`src/rtl/mem_pkg.sv`:
```
// Shared types and constants for the memory responder and the core
// that fetches instructions and operands through it.
package mem_pkg;

    localparam int MEM_DW = 32;
    localparam int MEM_AW = 5;

    typedef enum logic [1:0] {
        IDLE,
        BUSY,
        RESP
    } mem_state_t;

    // Instruction field positions, shared with the core decoder
    localparam int OP_HI   = 31;
    localparam int OP_LO   = 26;
    localparam int SRC1_HI = 25;
    localparam int SRC1_LO = 21;
    localparam int SRC2_HI = 20;
    localparam int SRC2_LO = 16;
    localparam int DEST_HI = 15;
    localparam int DEST_LO = 11;
    localparam int IMM_HI  = 15;
    localparam int IMM_LO  = 0;

    function automatic logic [5:0] op_of(input logic [MEM_DW-1:0] w);
        return w[OP_HI:OP_LO];
    endfunction

endpackage

```
`src/rtl/mem_array.sv`:
```
// Word storage: one synchronous write port, one combinational read
// port, all words cleared by the active-low asynchronous reset.
module mem_array
    import mem_pkg::*;
#(
    parameter int DW    = MEM_DW,
    parameter int AW    = MEM_AW,
    parameter int DEPTH = 2**AW
) (
    input  logic          clock,
    input  logic          reset,
    input  logic          we,
    input  logic [AW-1:0] waddr,
    input  logic [DW-1:0] wdata,
    input  logic [AW-1:0] raddr,
    output logic [DW-1:0] rdata
);

    logic [DW-1:0] mem [DEPTH];

    always_ff @(posedge clock or negedge reset) begin
        if (!reset) begin
            for (int i = 0; i < DEPTH; i++) begin
                mem[i] <= '0;
            end
        end else if (we) begin
            mem[waddr] <= wdata;
        end
    end

    assign rdata = mem[raddr];

endmodule

```
`src/rtl/mem_responder.sv`:
```
// Valid/ready memory slave with a programmable access latency; one
// request outstanding, one response per accepted request.
module mem_responder
    import mem_pkg::*;
#(
    parameter int DW      = MEM_DW,
    parameter int AW      = MEM_AW,
    parameter int DEPTH   = 2**AW,
    parameter int LATENCY = 2
) (
    input  logic          clock,
    input  logic          reset,
    input  logic          req_valid,
    output logic          req_ready,
    input  logic          req_we,
    input  logic [AW-1:0] req_addr,
    input  logic [DW-1:0] req_wdata,
    output logic          rsp_valid,
    input  logic          rsp_ready,
    output logic          rsp_we,
    output logic [DW-1:0] rsp_rdata
);

    mem_state_t    state;
    logic [3:0]    cnt;
    logic          held_we;
    logic [AW-1:0] held_addr;
    logic          accept;
    logic          mem_we;
    logic [AW-1:0] raddr;
    logic [DW-1:0] rdata;

    assign req_ready = (state == IDLE);
    assign rsp_valid = (state == RESP);
    assign accept    = req_valid && req_ready;
    assign mem_we    = accept && req_we;

    // With LATENCY == 1 the response is captured on the accept edge,
    // before the holding register has the address.
    assign raddr = (state == IDLE) ? req_addr : held_addr;

    mem_array #(
        .DW   (DW),
        .AW   (AW),
        .DEPTH(DEPTH)
    ) u_array (
        .clock(clock),
        .reset(reset),
        .we   (mem_we),
        .waddr(req_addr),
        .wdata(req_wdata),
        .raddr(raddr),
        .rdata(rdata)
    );

    always_ff @(posedge clock or negedge reset) begin
        if (!reset) begin
            state     <= IDLE;
            cnt       <= '0;
            held_we   <= 1'b0;
            held_addr <= '0;
            rsp_we    <= 1'b0;
            rsp_rdata <= '0;
        end else begin
            unique case (state)
                IDLE: begin
                    if (accept) begin
                        held_we   <= req_we;
                        held_addr <= req_addr;
                        cnt       <= 4'(LATENCY - 1);
                        if (LATENCY == 1) begin
                            state     <= RESP;
                            rsp_we    <= req_we;
                            rsp_rdata <= req_we ? '0 : rdata;
                        end else begin
                            state <= BUSY;
                        end
                    end
                end
                BUSY: begin
                    if (cnt == 4'd1) begin
                        state     <= RESP;
                        cnt       <= '0;
                        rsp_we    <= held_we;
                        rsp_rdata <= held_we ? '0 : rdata;
                    end else begin
                        cnt <= cnt - 4'd1;
                    end
                end
                RESP: begin
                    if (rsp_ready) begin
                        state <= IDLE;
                    end
                end
                default: state <= IDLE;
            endcase
        end
    end

endmodule

```
`config.mk`:
```
export PLATFORM = sky130hd
export DESIGN_NAME = mem_responder
export DESIGN_NICKNAME = d
export VERILOG_FILES = /design/src/rtl/mem_pkg.sv /design/src/rtl/mem_array.sv /design/src/rtl/mem_responder.sv
export SDC_FILE = /design/constraint.sdc
export NUM_CORES = 2
export LEC_CHECK = 0
export BUFFER_PORTS_ARGS = -buffer_cell sky130_fd_sc_hd__buf_2
export CAP_MARGIN = 20
export CORE_MARGIN = 2
export CORE_UTILIZATION = 30
export DETAILED_ROUTE_END_ITERATION = 10
export PLACE_DENSITY = 0.46
export REMOVE_ABC_BUFFERS = 1
export SKIP_CTS_REPAIR_TIMING = 1
export SYNTH_ARGS = -nofsm -noshare
export SYNTH_HDL_FRONTEND = slang
export SYNTH_SLANG_ARGS = --single-unit
```
`constraint.sdc`:
```
create_clock -name clock -period 4.42 [get_ports clock]
set_input_delay 0.663 -clock clock [delete_from_list [all_inputs] [get_ports clock]]
set_output_delay 0.663 -clock clock [all_outputs]
set_load 0.02 [all_outputs]
```
==> impl_metrics.ini <==
[outcome]
status = finished, violations left
failed_checks = hold timing

[synthesis]
synth.most_common_cell = dfrtp_1
syn_avg_cell_area_um2 = 13.11
synth.top_cell.area_share = 0.5444
ys_top_cells_by_area = dfrtp_1 54%, mux2_2 23%, mux2i_1 3.3%
syn_area_um2 = 49140
yosysWarningCount = 0
synth_area_leader_cell = dfrtp_1
synth_edf_count = 0
ys.flop_type = dfrtp_1
synth_commonest_cells = 1069 x dfrtp_1, 992 x mux2_2, 223 x nand2_1
ys_ff_latch = 1069
yosysUniqueCellTypes = 59
synthArstFlopShare = 1.000
ys_seq_area_frac = 0.5444
synthCells = 3747

[cells_and_area]
final_util = 0.3448
area_growth_pct = 14.23
stdcell_area_um2 = 56130
fin_cells = 5971
n_fill_cell = 15970
layout-drive-gt1-share = 0.3953
nets = 3748

[min_path]
hold_class = input port to asynchronous set/reset pin

[grt]
use_met2 = 0.2809
grt_pass1_wl_um = 227600
grt_max_degree = 131
grt_use_total = 0.1820
antenna_found_initial = 11
grt_pass1_vias = 32340
grt.busiest_layer = met2
use_met3 = 0.03414
gr-usage-met1 = 0.2607
grt-ovfl-total = 0

[routing]
wl_um = 152600
vias = 31380
ant_nets = 0
routed_via_density = 5.256
dr.first_iter.drc_count = 2175
drtPass1Iterations = 5
drc = 0
wl_per_cell_um = 25.55

[clock_network]
clock_path_buffers = 3
clk_pin_slew_ns = 0.06
cts.sinks = 1069
insertion_delay_ns = 0.73
cts_buffers = 117
cts-root-buf = clkbuf_16
cts_htree_levels = 3
cts_tree = done

[run]
drv_cap = 0

[die]
io_pins = 77
start_util = 0.3019
die_x_um = 408.7
die_h_um = 408.7
dieArea_um2 = 167000
num_rows = 148
core_area_um2 = 162800

[placement]
dp_cells = 5759
port_buffers = 76
place_area_um2 = 52190
gp_congestion = 0.7496
post-dp-hpwl_um = 86740

[timing]
fin_worst_skew_ns = 0.02069
setup_viol = 0
period_needed_ns = 3.573
setup_tns_ns = 0
rsz0062_at_grt = false
slew_headroom = 0.2412
tightest_slew_ns = 1.133
hold_viol = 1
holdWs_ns = -0.001695
max_clock_freq_mhz = 279.9
maxSlewViolCount = 0
fin_crit_sh = 0.8083

[pwr]
total_leakage_power_uw = 0.02594
ir_worst_vdd_v = 0.0008452
total_power_uw = 34530
power.density_nw_per_um2 = 615.2

[setup_path]
critical_path_class = flip-flop to flip-flop
r2r_setup_slack_ns = 0.85
start_kind = flip-flop
crit_path_max_fanout = 14
endpoint_kind = flip-flop
required_ns = 5.01
worstReg2RegStart = state[0]
r2r_end = u_array.mem[680]
reg2reg_depth = 9
cp.arrival_ns = 4.16
==> through the flow <==
step / setup slack (ns) / hold slack, ns
3_5_place_dp: 0.7575 / 0.4740
6_report: 0.8472 / -0.001695
3_3_place_gp: 0.7545 / 0.4662
2_1_floorplan: -9.081 / 0.3674
5_1_grt: 0.6893 / 0.01473
4_1_cts: 0.8535 / -0.01048
==> worst max-delay path by stage <==
stage | startpoint | endpoint | slack (ns) | cells past startpoint
floorplan | req_addr[0] | rsp_rdata[30] | -9.08 | 6
global placement | req_addr[0] | rsp_rdata[10] | 0.75 | 8
detailed placement | req_addr[0] | rsp_rdata[3] | 0.76 | 8
finish | state[0] | u_array.mem[680] | 0.85 | 9
CTS | state[1] | u_array.mem[689] | 0.85 | 9
global route | state[1] | u_array.mem[680] | 0.69 | 9
==> flip-flops by register name, summed over array words and instances (netlist names) <==
| signal | cells |
|---|---|
| held_we | 1 |
| u_array.mem | 1024 |
| rsp_we | 1 |
| held_addr | 5 |
| state | 2 |
| cnt | 4 |
| rsp_rdata | 32 |
==> per-layer routing <==
metal	vias up	wire length (µm)
met5	-	77
met3	187	7793
met2	666	68610
met1	16870	72740
met4	12	3359
li1	13640	-
==> cells in the final DEF, fill, tap and decap left out, types with 3 or more instances in the layout <==
master	netlist	final
nand2_2	0	15
clkbuf_16	0	121
nor3_1	65	65
o211ai_1	33	33
clkbuf_1	199	31
nor2b_4	0	3
mux4_2	64	64
inv_1	5	5
o21ai_4	0	4
mux2i_1	161	159
mux2_2	992	990
and2_1	3	3
nand3_1	194	192
buf_12	3	38
nand2b_1	5	5
clkbuf_8	0	33
nand4_1	63	63
o21ai_0	132	132
mux2_1	41	41
a32oi_1	31	31
and3_1	5	5
nor2_1	15	6
a22o_1	31	31
buf_4	28	99
o221ai_1	62	62
clkinv_2	0	15
buf_2	84	75
a2bb2oi_1	31	31
bufinv_16	0	7
nand2_1	223	208
dfrtp_1	1069	1069
nor2b_1	6	3
a21oi_1	97	97
nor2_4	2	13
==> layout make-up <==
class | instances | area, µm² | share of cell area
clock buffer | 185 | 3598 | 0.06411
timing repair buffer | 214 | 1922 | 0.03424
clock inverter | 25 | 310.3 | 0.005528
inverter | 6 | 25.02 | 0.0004458
antenna | 1 | 2.502 | 0.00004458
multi-input combinational | 2296 | 20800 | 0.3706
sequential | 1069 | 26750 | 0.4766
tap | 2175 | 2721 | 0.04848
==> kinds of logic (layout without fill, tap and decap cells) <==
logic type      count (synthesis)  after routing  share of synthesized area
compound gates                433            433                    0.05854
xor+xnor                        1              1                  0.0001783
fa+ha+maj                       2              2                  0.0005092
buf+inv                       382            430                    0.03832
flops                        1069           1069                     0.5444
mux                          1258           1258                     0.2989
other cells                     0              1                          0
simple gates                  602            602                    0.05918
==> power by group <==
part	internal [µW]	switching (µW)
Sequential	11500	940
Clock	5930	4090
Combinational	4740	7330
==> critical path, cell delays in order, from the launching register on <==
cell     delay (ns)
dfrtp_1        0.62
or2_1          0.59
inv_4          0.16
nand3_2        0.16
nor2_1         0.07
and2_1         0.25
nand2_2        0.33
buf_4          0.44
buf_4          0.40
mux2_2         0.37
Power figures use the tool's default switching activity.
